### src/rtl/load_store_unit.sv
`default_nettype none
// +--------------------------------------------------------------------------+
// | load_store_unit : queued load/store front end for a single-port data RAM |
// |   optional address protection with `define LSU_FAULT_EN  -- Rev 1.0      |
// +--------------------------------------------------------------------------+
module load_store_unit #(
   parameter int                ADDR_W     = 8,
   parameter int                DATA_W     = 8,
   parameter int                FIFO_DEPTH = 2,
   parameter logic [ADDR_W-1:0] PROT_BASE  = 'hF0
) (
   input  logic              clk,
   input  logic              rst_n,
   input  logic              req_valid,
   output logic              req_ready,
   input  logic              req_we,
   input  logic [ADDR_W-1:0] req_addr,
   input  logic [DATA_W-1:0] req_wdata,
   output logic              resp_valid,
   input  logic              resp_ready,
   output logic [DATA_W-1:0] resp_rdata,
   output logic              resp_err,
   output logic              mem_enable_write,
   output logic              mem_enable_read,
   output logic [ADDR_W-1:0] mem_addr,
   output logic [DATA_W-1:0] mem_wdata,
   input  logic [DATA_W-1:0] mem_rdata,
   output logic              busy
);

   localparam int PTR_W = $clog2(FIFO_DEPTH);

   typedef enum logic [1:0] {
      IDLE   = 2'd0,
      ACCESS = 2'd1,
      RESP   = 2'd2
   } state_t;

   state_t state, state_next;

   logic              q_we    [FIFO_DEPTH];
   logic [ADDR_W-1:0] q_addr  [FIFO_DEPTH];
   logic [DATA_W-1:0] q_wdata [FIFO_DEPTH];

   // Pointers carry one extra wrap bit so full and empty are distinguishable.
   logic [PTR_W:0]   wr_ptr, rd_ptr;
   logic [PTR_W-1:0] wr_idx, rd_idx;
   logic             full, empty, push, pop;
   logic             cur_we, cur_fault, head_fault;

   assign wr_idx    = wr_ptr[PTR_W-1:0];
   assign rd_idx    = rd_ptr[PTR_W-1:0];
   assign empty     = (wr_ptr == rd_ptr);
   assign full      = (wr_ptr[PTR_W] != rd_ptr[PTR_W]) && (wr_idx == rd_idx);
   assign req_ready = !full;
   assign push      = req_valid && !full;
   assign pop       = (state == IDLE) && !empty;

`ifdef LSU_FAULT_EN
   assign head_fault = (q_addr[rd_idx] >= PROT_BASE);
`else
   logic prot_unused;
   assign head_fault  = 1'b0;
   assign prot_unused = ^PROT_BASE;
`endif

   always_ff @(posedge clk) begin
      if (push) begin
         q_we[wr_idx]    <= req_we;
         q_addr[wr_idx]  <= req_addr;
         q_wdata[wr_idx] <= req_wdata;
      end
   end

   always_ff @(posedge clk or negedge rst_n) begin
      if (!rst_n) begin
         wr_ptr <= '0;
         rd_ptr <= '0;
      end else begin
         if (push) wr_ptr <= wr_ptr + (PTR_W+1)'(1);
         if (pop)  rd_ptr <= rd_ptr + (PTR_W+1)'(1);
      end
   end

   // mem_addr/mem_wdata double as the popped-entry register, so they hold
   // their value outside ACCESS.
   always_ff @(posedge clk or negedge rst_n) begin
      if (!rst_n) begin
         state     <= IDLE;
         cur_we    <= 1'b0;
         cur_fault <= 1'b0;
         mem_addr  <= '0;
         mem_wdata <= '0;
      end else begin
         state <= state_next;
         if (pop) begin
            cur_we    <= q_we[rd_idx];
            cur_fault <= head_fault;
            mem_addr  <= q_addr[rd_idx];
            mem_wdata <= q_wdata[rd_idx];
         end
      end
   end

   always_comb begin
      state_next = state;
      case (state)
         IDLE:    if (!empty) state_next = ACCESS;
         ACCESS:  state_next = RESP;
         RESP:    if (resp_ready) state_next = IDLE;
         default: state_next = IDLE;
      endcase
   end

   always_ff @(posedge clk or negedge rst_n) begin
      if (!rst_n) begin
         resp_rdata <= '0;
         resp_err   <= 1'b0;
      end else if (state == ACCESS) begin
         resp_rdata <= (cur_we || cur_fault) ? '0 : mem_rdata;
         resp_err   <= cur_fault;
      end
   end

   assign mem_enable_write = (state == ACCESS) &&  cur_we && !cur_fault;
   assign mem_enable_read  = (state == ACCESS) && !cur_we && !cur_fault;
   assign resp_valid       = (state == RESP);
   assign busy             = (state != IDLE) || !empty;

endmodule
`default_nettype wire

### config.mk
export PLATFORM = sky130hd
export DESIGN_NAME = load_store_unit
export DESIGN_NICKNAME = d
export VERILOG_FILES = /design/src/rtl/load_store_unit.sv
export SDC_FILE = /design/constraint.sdc
export NUM_CORES = 1
export LEC_CHECK = 0
export BUFFER_PORTS_ARGS = -buffer_cell sky130_fd_sc_hd__buf_4
export CELL_PAD_IN_SITES_DETAIL_PLACEMENT = 1
export CELL_PAD_IN_SITES_GLOBAL_PLACEMENT = 2
export CORE_ASPECT_RATIO = 2
export CORE_MARGIN = 3
export CORE_UTILIZATION = 39
export CTS_BUF_LIST = sky130_fd_sc_hd__clkbuf_4 sky130_fd_sc_hd__clkbuf_8
export DETAILED_ROUTE_END_ITERATION = 12
export PLACE_DENSITY = 0.84
export RECOVER_POWER = 25
export SLEW_MARGIN = 40
export SYNTH_ARGS = -nofsm -noshare
export SYNTH_HDL_FRONTEND = slang
export SYNTH_SLANG_ARGS = --single-unit
### constraint.sdc
create_clock -name clk -period 2.45 [get_ports clk]
set_input_delay 0.49 -clock clk [delete_from_list [all_inputs] [get_ports clk]]
set_output_delay 0.49 -clock clk [all_outputs]
set_load 0.02 [all_outputs]
=== Word-level counts from Yosys, hierarchy flattened ===
Memories as Yosys holds them, arrays and structs flattened. A register that Yosys moved wholly into a read port is not among the register bits.
Index checks and enable logic that the tools add are counted.

* Add/subtract/negate cells: 2
* Equal/unequal tests: 7
* Multiplexer cells: 6
* Reductions and logical operators: 15

{| class="wikitable"
|+ Operator list
! operator !! number
|-
| $mux W8 || 1
|-
| $logic_not A1 Y1 || 6
|-
| $pmux W2 S3 || 1
|-
| $logic_and A1 B1 Y1 || 5
|-
| $add A2 B1 Y2 const B || 2
|-
| $mux W2 || 2
|-
| $eq A2 B1 Y1 const B || 1
|-
| $eq A2 B2 Y1 || 1
|-
| $eq A2 B2 Y1 const B || 1
|-
| $logic_not A2 Y1 || 1
|-
| $mux W1 || 2
|-
| $ne A2 B1 Y1 const B || 1
|-
| $ne A2 B2 Y1 const B || 1
|-
| $reduce_and A2 Y1 || 1
|-
| $reduce_bool A2 Y1 || 1
|-
| $eq A1 B1 Y1 || 1
|-
| $logic_or A1 B1 Y1 || 1
|-
| $ne A1 B1 Y1 || 1
|}

* Flip-flop bits (word level): 14
* RAM bits: 34
* Input port bits: 29
* Output and inout port bits: 30
* Word-level logic and storage cells: 37
* Memories: 3

{| class="wikitable"
|+ Memory list
! name !! words !! bits a word !! read ports !! clocked after memory_dff !! wr ports !! line !! RTL
|-
| q_addr || 2 || 8 || 1 || 1 || 1 || 42 || <nowiki>logic [ADDR_W-1:0] q_addr [FIFO_DEPTH];</nowiki>
|-
| q_wdata || 2 || 8 || 1 || 1 || 1 || 43 || <nowiki>logic [DATA_W-1:0] q_wdata [FIFO_DEPTH];</nowiki>
|-
| q_we || 2 || 1 || 1 || 1 || 1 || 41 || <nowiki>logic q_we [FIFO_DEPTH];</nowiki>
|}

=== Logic depth before layout (Yosys ltp) ===
* Depth after elaboration: 6
* Gate-level depth with buffers: 6
* Gate-level depth less buffers: 3

=== Least setup slack after synthesis ===
Ideal clock, no wire load.

* Kind: register -> register
* From: register rd_ptr[0]
* To: memory q_addr[0][0] (enable)
* Setup time: 390 ps
* Arrival: 1625 ps
* Data required time: 2060 ps
* Setup slack: 434 ps
* Stages on the path, launching flop included: 5
* Path buffers: 1
* Period minus slack after synthesis: 2016 ps
* Cells stage by stage: dfrtp_1 > buf_6 > xnor2_2 > a21bo_2 > nor2_1

* Word-level cells in the longest chain between the ends: 6

{| class="wikitable"
|+ RTL lines
! what !! line !! RTL
|-
| from (decl) || 46 || <nowiki>logic [PTR_W:0] wr_ptr, rd_ptr;</nowiki>
|-
| from (signal assigned) || 81 || <nowiki>if (pop) rd_ptr <= rd_ptr + (PTR_W+1)'(1);</nowiki>
|-
| $eq A1 B1 Y1 || 54 || <nowiki>assign full = (wr_ptr[PTR_W] != rd_ptr[PTR_W]) && (wr_idx == rd_idx);</nowiki>
|-
| $logic_and A1 B1 Y1 || 54 ||
|-
| $logic_not A1 Y1 || 56 || <nowiki>assign push = req_valid && !full;</nowiki>
|-
| $logic_and A1 B1 Y1 || 56 ||
|-
| $mux W1 || 68 || <nowiki>if (push) begin</nowiki>
|-
| $mux W1 (implied by the code) || 70 || <nowiki>q_addr[wr_idx] <= req_addr;</nowiki>
|-
| to (decl) || 42 ||
|}

Every way passes these cells.

=== Worst setup path in the final report ===
* From: register state[1]
* To: output mem_enable_read

* Word-level cells in the longest chain between the ends: 2

{| class="wikitable"
|+ RTL lines
! what !! line !! RTL
|-
| from (decl) || 39 || <nowiki>state_t state, state_next;</nowiki>
|-
| from (signal assigned) || 95 || <nowiki>state <= state_next;</nowiki>
|-
| $eq A2 B1 Y1 || 126 || <nowiki>assign mem_enable_read = (state == ACCESS) && !cur_we && !cur_fault;</nowiki>
|-
| $logic_and A1 B1 Y1 || 126 ||
|-
| to (decl) || 24 || <nowiki>output logic mem_enable_read,</nowiki>
|}

Every way passes these cells.

==> results.yml <==
outcome:
  status: "complete, but fails checks"
  violations: "capacitance limit, slew limit"
die:
  start_util_pct: 40.3
  rows: 41
  die_area_um2: 7590
  die_height_um: 120
  ios: 59
  coreArea_um2: 6310
  fp.dieW_um: 63.1
placement:
  place.gp.congestion: 0.698
  io_buffers: 57
  post-place-cells: 295
  hpwl_um: 3320
  place_area_um2: 3050
power_and_ir_drop:
  p_per_area_nw_per_um2: 1440
  p_leak_nw: 1.37
  max-vdd-ir-drop_v: 0.000668
logic_synthesis:
  yosysSeqAreaShare_pct: 70.6
  synth_compound_area_share_pct: 3.49
  yosysWarnings: 0
  synthXorXnorAreaFrac_pct: 3.00
  synthCells: 155
  synthSimpleGateAreaFrac_pct: 3.79
  synthArstFlopShare_pct: 47.7
  syn_area_per_cell_um2: 16.4
  syn_nets: 184
  synth_edf_count: 34
  synthMuxAreaShare_pct: 16.0
  yosys_register_bits: 65
  synth_top_family_by_area: "multiplexers"
  yosysUniqueCellTypes: 24
  synthAdderAreaFrac_pct: 0
  ys.flop_type: "edfxtp_1"
  syn_area_um2: 2540
global_route:
  grt_usage_pct: 13.6
  grt_overflow: 0
  grt_pass1_wl_um: 7480
  grt_start_max_net_pins: 32
  antenna_found_initial: 0
  grt_pass1_vias: 1503
worst_hold_path:
  holdCritPathClass: "in2reg"
  worstHoldStart: "req_wdata[5]"
timing:
  finalSetupTns_ns: 0
  finalHoldViolCount: 0
  fin_skew_ns: 0.00696
  max_slew_margin_pct: -15.9
  slew_viol_final: 32
  fin_crit_ns: 2.02
  setup-violations-final: 0
  fmax_mhz: 495
  worst_pin_slew_ns: 1.74
  rsz0062_at_grt: "no"
  post-route-period-util_pct: 82.5
route:
  dr.pass1.iters: 3
  initialDrtViolationCount: 70
  routedWlPerCell_um: 15.2
  drt-total-wl_um: 4740
  ant_nets: 0
  drc: 0
  via_per_inst: 4.65
  routed-via-count: 1447
setup_path:
  rr_worst_depth: 4
  start_kind: "register"
  r2r_end: "mem_addr[3]"
  setup.worst_path.end_class: "output pin"
  rr_startpoint: "rd_ptr[0]"
  rrSetupSlack_ns: 0.78
  crit_type: "reg2out"
  critPathMaxFanout: 19
  crit_required_ns: 1.96
  endpoint: "mem_enable_read"
  crit_start: "state[1]"
  crit_arrival_ns: 1.53
clocking:
  cts_sinks: 65
  cts_resized: 0
  htree_num_levels: 3
  cts_hold_buf: 0
  cts_max_path_buffers: 2
  clk_pin_slew_ns: 0.06
  cts_buffers: 9
  cts_tree: "built"
  clockRootBuffer: "clkbuf_8"
  post_cts_buffers: 0
  insertion_delay_ns: 0.34
run:
  maxCapViolCount: 1
finish:
  layout_commonest_cell: "buf_4"
  regArea_um2: 1800
  syn2layout_area_growth_pct: 26.4
  multi_input_area_um2: 674
  drive_above_1_share_pct: 50.2
  final_cell_mix: "buf_4, edfxtp_1, dfrtp_1"
  stdcell_count: 311
  fillers: 623
  n_antenna_cell: 0
  post-route-cell-area_um2: 3220
  fin_nets: 249
==> worst max-delay path: stages (launching register included) <==
cell      delay [ns]
dfrtp_1         0.42
nand2b_1        0.42
nor2_1          0.19
buf_4           0.16
==> worst min-delay path by stage <==
stage                     slack [ns]  depth (start not counted)             to
after floorplan                 0.19                          0         cur_we
after global placement          0.45                          1  resp_rdata[5]
after detailed placement        0.46                          1  resp_rdata[5]
after CTS                       0.08                          1  resp_rdata[7]
after global routing            0.32                          1  q_wdata[1][3]
final                           0.34                          1  q_wdata[0][5]
==> cell families (layout without fill, tap and decap cells) <==
| logic type | count (synthesis) | count (layout) |
|---|---|---|
| AOI/OAI and AO/OA | 13 | 13 |
| xor gates and xnor gates | 7 | 7 |
| buffers and inverters | 11 | 81 |
| DFF | 65 | 65 |
| muxes | 34 | 34 |
| other | 1 | 1 |
| and+or+nand+nor | 24 | 24 |
==> layer usage <==
layer,vias to the layer above,share of wire [%],GRT usage (%)
met1,711,38,14.9
met5,-,0,0
li1,681,-,-
met4,0,2.1,7.05
met2,46,54,22.4
met3,9,5.3,5.11
==> metrics by stage <==
step / setup slack (ns) / hold WS (ns) / utilization (%) / power, mW
floorplan: 0.434 / 0.194 / - / 3.28
global placement: 0.818 / 0.452 / 48.4 / 3.85
detailed placement: 0.780 / 0.459 / 48.4 / 3.91
CTS: 0.393 / 0.0831 / 51.1 / 4.72
global route: 0.281 / 0.319 / 51.0 / 4.92
finish: 0.428 / 0.336 / 51.0 / 4.63
==> registers in the layout, indices dropped and copies added (netlist names) <==
register,cells
cur_we,1
mem_addr,8
mem_wdata,8
q_addr,16
q_wdata,16
q_we,2
rd_ptr,2
resp_rdata,8
state,2
wr_ptr,2
==> area by class of cell <==
type | count | share of cell area, %
Sequential cell | 65 | 55.9
Multi-Input combinational cell | 79 | 21.0
Timing Repair Buffer | 61 | 14.0
Clock buffer | 12 | 4.75
Tap cell | 86 | 3.34
Clock inverter | 4 | 0.622
Inverter | 4 | 0.467
==> cell usage after synthesis, drive strengths merged (2+ instances only) <==
cell     n  share of area [%]
xor2     2               0.69
dfrtp   31                 30
xnor2    5                2.3
clkbuf   3               0.44
inv      3               0.44
nand2b   2               0.49
buf      4                2.0
o21ai    9                1.8
mux2    32                 15
edfxtp  34                 40
mux2i    2               0.79
nor2     4               0.59
nand2   17                2.5
==> where the power goes <==
group	total, mW	leakage, nW	switching, mW	internal (mW)
combinational	2.01	0.580	1.01	0.996
clock	0.782	0.0967	0.372	0.410
sequential	1.84	0.690	0.228	1.61
total	4.63	1.37	1.61	3.01
Note: power is estimated with default switching activity, not from simulation.
